==> src/rtl/count_timer_ctrl.sv <==
// count_timer_ctrl: loadable down-counter sequencer with prescaler,
// reload handshake, start/stop, one-shot/periodic mode and expiry pulse.
//
// Ports:
//   clk, rst            rising-edge clock, synchronous active-high reset
//   load_valid/ready    reload handshake, load_value sampled on fire
//   start, stop         begin / halt counting
//   periodic            auto-reload mode, sampled at start
//   preset              force count to all ones
//   count               current count register
//   running, done       state == RUN / state == DONE
//   expire              one-cycle pulse on a tick at count 0
module count_timer_ctrl #(
  parameter int WIDTH = 16,
  parameter int DIV   = 1,
  parameter int DIV_W = 8
) (
  input  logic             clk,
  input  logic             rst,
  input  logic             load_valid,
  output logic             load_ready,
  input  logic [WIDTH-1:0] load_value,
  input  logic             start,
  input  logic             stop,
  input  logic             periodic,
  input  logic             preset,
  output logic [WIDTH-1:0] count,
  output logic             running,
  output logic             expire,
  output logic             done
);

  typedef enum logic [1:0] {
    IDLE = 2'd0,
    RUN  = 2'd1,
    DONE = 2'd2
  } state_t;

  localparam logic [DIV_W-1:0] LAST = DIV_W'(DIV - 1);

  state_t           state;
  logic [WIDTH-1:0] reload;
  logic [DIV_W-1:0] presc;
  logic             mode;
  logic             load_fire;

  assign load_ready = (state != RUN);
  assign running    = (state == RUN);
  assign done       = (state == DONE);
  assign load_fire  = load_valid & load_ready;

  always_ff @(posedge clk) begin
    if (rst) begin
      state  <= IDLE;
      count  <= '0;
      reload <= '0;
      presc  <= '0;
      mode   <= 1'b0;
      expire <= 1'b0;
    end else begin
      expire <= 1'b0;
      if (preset) begin
        count <= '1;
        presc <= '0;
        state <= IDLE;
      end else if (load_fire) begin
        reload <= load_value;
        count  <= load_value;
        state  <= IDLE;
      end else if (stop) begin
        // stop outranks start even outside RUN; it only moves RUN
        if (state == RUN) state <= IDLE;
      end else if (start && state != RUN) begin
        state <= RUN;
        presc <= '0;
        mode  <= periodic;
      end else if (state == RUN) begin
        if (presc == LAST) begin
          presc <= '0;
          if (count != '0) begin
            count <= count - 1'b1;
          end else begin
            expire <= 1'b1;
            if (mode) count <= reload;
            else      state <= DONE;
          end
        end else begin
          presc <= presc + 1'b1;
        end
      end
    end
  end

endmodule

==> config.mk <==
export PLATFORM = sky130hd
export DESIGN_NAME = count_timer_ctrl
export DESIGN_NICKNAME = d
export VERILOG_FILES = /design/src/rtl/count_timer_ctrl.sv
export SDC_FILE = /design/constraint.sdc
export NUM_CORES = 1
export LEC_CHECK = 0
export ABC_AREA = 1
export CAP_MARGIN = 10
export CORE_UTILIZATION = 48
export DETAILED_ROUTE_END_ITERATION = 10
export PLACE_DENSITY_LB_ADDON = 0.12
export SYNTH_ARGS = -nofsm -noshare
export SYNTH_HDL_FRONTEND = slang
export SYNTH_SLANG_ARGS = --single-unit
==> constraint.sdc <==
create_clock -name clk -period 1.5 [get_ports clk]
set_input_delay 0.225 -clock clk [delete_from_list [all_inputs] [get_ports clk]]
set_output_delay 0.225 -clock clk [all_outputs]
set_load 0.02 [all_outputs]
## After elaboration in Yosys (flattened, before gate mapping)

Cells that the tools add are included.

| cells by class | value |
|---|---|
| reduce and logical (&&, ||, !) cells | 16 |
| eq/ne operators | 8 |
| bitwise logic cells | 6 |
| add/subtract/negate cells | 2 |
| muxes and demuxes | 19 |

Operator list:

| kind | count |
|---|---|
| $mux W16 | 8 |
| $mux W8 | 3 |
| $reduce_bool A16 Y1 | 1 |
| $sub A16 B1 Y16 const B | 1 |
| $mux W2 | 7 |
| $reduce_and A5 Y1 | 2 |
| $reduce_bool A3 Y1 | 3 |
| $add A8 B1 Y8 const B | 1 |
| $logic_not A8 Y1 | 1 |
| $reduce_or A7 Y1 | 1 |
| $ne A3 B3 Y1 const B | 2 |
| $not A1 Y1 | 5 |
| $ne A2 B1 Y1 const B | 2 |
| $reduce_and A4 Y1 | 1 |
| $reduce_bool A4 Y1 | 1 |
| $ne A3 B1 Y1 const B | 1 |
| $ne A3 B2 Y1 const B | 1 |
| $reduce_and A3 Y1 | 1 |
| $reduce_or A3 Y1 | 1 |
| $eq A2 B1 Y1 const B | 1 |
| $eq A2 B2 Y1 const B | 1 |
| $reduce_and A2 Y1 | 1 |
| $reduce_bool A2 Y1 | 1 |
| $reduce_or A2 Y1 | 1 |
| 3 further kinds | 3 |

| word-level totals | value |
|---|---|
| output and inout bits | 20 |
| register bits after elaboration | 44 |
| input port bits | 23 |
| logic and storage cells | 57 |

## Longest topological paths before layout

| logic depth | value |
|---|---|
| word-level depth | 8 |
| gate-level depth with buffers | 11 |

## Worst setup path after synthesis

Ideal clock, no wire load.

| timing path | value |
|---|---|
| path kind | reg2reg |
| start | register count[0] |
| end | register count[7] |
| data arrival time | 1.446 ns |
| path buffers | 1 |
| path slack | -0.066 ns |
| period minus slack after synthesis | 1.566 ns |
| library setup time | 0.120 ns |
| cell stages (with the launch flop) | 11 |
| cells stage by stage | dfxtp_1 -> inv_1 -> ha_1 -> nand2_1 -> nor2_2 -> nand3_1 -> nand2_2 -> nand2_4 -> buf_6 -> o21ai_1 -> a21oi_1 |

| on the way | value |
|---|---|
| longest elaborated chain between the ends | 8 |

Ends and longest elaborated chain:

| element | RTL line | text |
|---|---|---|
| start, declared | 27 | `output logic [WIDTH-1:0] count,` |
| start signal, assigned | 68 | `count <= load_value;` |
| start signal, assigned | 81 | `count <= count - 1'b1;` |
| start signal, assigned | 84 | `if (mode) count <= reload;` |
| $sub A16 B1 Y16 or $reduce_bool A16 Y1 (tied branches) | 81, 80 |  |
| $mux W16 | 80 | `if (count != '0) begin` |
| $mux W16 | 78 | `if (presc == LAST) begin` |
| $mux W16 | 77 | `end else if (state == RUN) begin` |
| $mux W16 | 73 | `end else if (start && state != RUN) begin` |
| $mux W16 | 70 | `end else if (stop) begin` |
| $mux W16 | 66 | `end else if (load_fire) begin` |
| $mux W16 | 62 | `if (preset) begin` |

Several ways; a longest one is shown, not always the timed one. The select of a mux whose other input is x is not followed.
A chain may end at the register's enable or synchronous reset.

## Worst setup path after layout

| timing path | value |
|---|---|
| start | register count[2] |
| end | register count[15] |

The elaborated chain is that of the path after synthesis.

==> metrics.md <==
| Metric | Value |
|---|---|
| Outcome | finished with violations |
| Failing checks | negative setup slack |
| Final #Nets | 534 |
| Synth Cell Area | 2634 um^2 |
| Psw | 1.005 mW |
| R2r endpoint | count[15] |
| Port Buffers | 42 |
| Worst EP required | 1.74 ns |
| GPL Wtd Cong | 0.8450 |
| Hold Path Stages | 2 |
| Switching fraction of total power | 0.3297 |
| H-tree depth | 2 |
| Die area | 5787 um^2 |
| Largest net degree at the start of global routing | 33 |
| Post-Synth Simple-Gate Area | 0.3373 |
| Crit Path Class | register to register |
| Clock network fraction of total power | 0.265 |
| VDD IR-drop max | 0.0004874 V |
| Main combinational cell family by area after synthesis | simple AND/OR/NAND/NOR gates |
| Adder-cell share of the synthesized area | 0.01900 |
| Layout cell share with drive strength beyond 1 | 0.3071 |
| Slew HR | 0.8247 |
| Placed Area | 3501 um^2 |
| Routed Wire Length | 7756 um |
| R2r setup slk | -0.04 ns |
| Final min period | 1.538 ns |
| Synth Area in Compound Gates | 0.1781 |
| DIE HEIGHT | 76.08 um |
| Antenna diodes | 0 |
| Initial antenna violation count | 0 |
| Core ar. | 5205 um^2 |
| Synthesized instance count | 404 |
| Die width | 76.08 um |
| Via/cell ratio | 5.066 |
| Worst Hold End | reload[0] |
| Unique masters post-synth | 33 |
| Power Total | 3.049 mW |
| CTS Buf Count | 5 |
| Cell Rows | 26 |
| DRC viols | 0 |
| Syn Area/Cell | 6.519 um^2 |
| Static leakage | 1.791 nW |
| Hold wc startpoint | reload[0] |
| Commonest non-fill, non-tap cell in the layout | nand2_1 |
| Fill count | 411 |
| Syn-to-layout area delta | 48.79% |
| Vias | 2,928 |
| Initial core utilization | 0.5060 |
| Sequential-to-total area share from yosys stat | 0.3344 |
| Final core utilization | 0.7529 |
| Min-delay worst type | register to register |
| IO Count | 43 |
| Reg2reg start | count[2] |
| Worst-path clk slew | 0.09 ns |
| Sequential share of power | 0.424 |
| Slew Limit Fails | 0 |
| Final worst slack | -0.03779 ns |
| Clock latency on the worst-skew pair | 0.31 ns |
| Power per cell area | 778.1 nW/um^2 |
| Gr usage total | 0.2579 |
| Router iterations before antenna repair | 4 |
| R2r worst-path depth | 11 |
| Clock Root Buffer | clkbuf_8 |
| XOR/XNOR Fraction of Synth Area | 0.009976 |
| Setup Skew | 0.007222 ns |
| Final Hold Vio Count | 0 |
| TritonCTS clock tree | yes |
| Worst-path fanout max | 6 |
| Grt total ovfl | 0 |
| Net Count, Synth | 431 |
| Post-detail-place hpwl | 5106 um |
| Period utilization | 1.025 |
| Int Pwr | 2.044 mW |
| Clock sinks | 44 |
| Global-route wire length before repair | 11,970 um |
| Post-synthesis mux area share | 0 |
| Dpl ws | -0.1592 ns |
| Max Fclk | 650.3 MHz |
| Vias in the first global route | 2,684 |
| Post-synthesis register bit count | 44 |
| Arrival time at the worst endpoint | 1.78 ns |
| Combinational share of power | 0.311 |
| Antenna Violating Nets Remaining | 0 |
| CTS Hold Bufs | 0 |
| Wire per inst | 13.42 um |
| Final Cell Area | 3919 um^2 |
| Most frequent cells in the layout | nand2_1 (94), buf_4 (56), inv_1 (47) |
| TNS Setup | -0.1001 ns |
| Synth warn | 0 |
| RSZ-0062 raised after global routing | yes |
| DRT iter0 DRCs | 186 |
| CP Launch Type | register |
| Crit end category | register |
| Max-Cap Viols | 0 |
| Maximum clock path buffer count | 2 |
| Worst-margin pin slew | 0.2613 ns |
| Final setup viols | 5 |
## flip-flops by register name (all words and copies together) (netlist names)
register	cells
count	16
expire	1
mode	1
presc	8
reload	16
state	2
## logic make-up (layout without fill, tap and decap cells)
group | after synthesis | after routing
adders and majority gates | 4 | 4
xor gates and xnor gates | 3 | 3
and+or+nand+nor | 199 | 201
DFF | 44 | 44
AOI/OAI and AO/OA | 81 | 81
buffers and inverters | 73 | 175
## layout make-up
type	instances	area, um^2	share of cell area
multi-input combinational	289	1690	0.4314
tap	70	87.58	0.02235
timing repair buffer	106	918.4	0.2344
sequential	44	892.1	0.2277
inverter	61	236.5	0.06034
clock inverter	1	7.507	0.001916
clock buffer	7	86.33	0.02203
## worst max-delay path by stage
stage / from / end / slack [ns] / cells after the start
final: count[2] / count[15] / -0.04 / 11
after global routing: count[2] / count[7] / -0.11 / 10
after CTS: count[0] / state[0] / -0.007 / 10
after detailed placement: load_valid / count[5] / -0.16 / 8
after global placement: load_valid / count[5] / -0.15 / 8
after floorplan: count[1] / count[7] / 0.005 / 10
## per-stage QoR
step,std cells,hold WS (ns)
5_1_grt,578,0.4902
2_1_floorplan,404,0.2947
6_report,578,0.4647
3_3_place_gp,562,0.4384
3_5_place_dp,562,0.4460
4_1_cts,575,0.4589
## worst max-delay path, cell delays in order, from the launching register on
cell      delay [ns]
dfxtp_2         0.34
buf_4           0.16
inv_2           0.09
nand3_4         0.10
nor2_1          0.11
buf_4           0.16
nand3b_1        0.08
nand2_1         0.07
nand2_1         0.07
nand2_1         0.09
nand2_1         0.07
a21oi_1         0.12
## power by group through the flow
stage          registers (mW)  logic [mW]  clock network (mW)
2_1_floorplan            1.38       0.379                   0
3_3_place_gp             1.30       0.827                   0
4_1_cts                  1.28       0.845               0.813
6_report                 1.29       0.950               0.808
3_5_place_dp             1.30       0.836                   0
5_1_grt                  1.30        1.03               0.854
## layer usage
layer / up-vias / share of wire / GRT usage
li1: 1498 / - / -
met1: 1340 / 0.44 / 0.3103
met2: 80 / 0.50 / 0.4582
met3: 10 / 0.042 / 0.03473
met4: 0 / 0.015 / 0.1115
met5: - / 0 / 0
## cells in the mapped netlist
cell type  number  share of area
o21ai_1        13          0.025
nor3_2          1         0.0038
nand3b_1        4          0.011
buf_2           3         0.0057
nand3_2         2         0.0076
nand2_4         2         0.0086
ha_1            4          0.019
a21oi_1        26          0.049
nor3_1          4         0.0076
o21ai_0        17          0.032
inv_2           5         0.0071
xor2_1          3          0.010
a31oi_1         1         0.0024
buf_6           5          0.021
nand3_1        17          0.032
inv_1          56          0.080
nor2_4          2         0.0086
a211oi_1       12          0.034
dfxtp_1        44           0.33
a21oi_2         2         0.0067
clkbuf_1        3         0.0043
nand4_1         3         0.0071
nor2_1         51          0.073
or2_1           1         0.0024
o22ai_1         2         0.0047
o21bai_1        5          0.014
buf_4           1         0.0029
nor2_2          5          0.012
nand2_2         5          0.012
nand2_1       101           0.14
nor2_8          1         0.0076
o211ai_1        1         0.0029
o21ai_2         2         0.0067
## repair_timing
item	4_1_cts	5_1_grt
setup buffers	3	2
pin swaps	12	15
gates resized for setup	49	67
endpoints found under the setup margin	37	25
cloned	2	1
No activity file was read; power rests on OpenSTA's default activity.
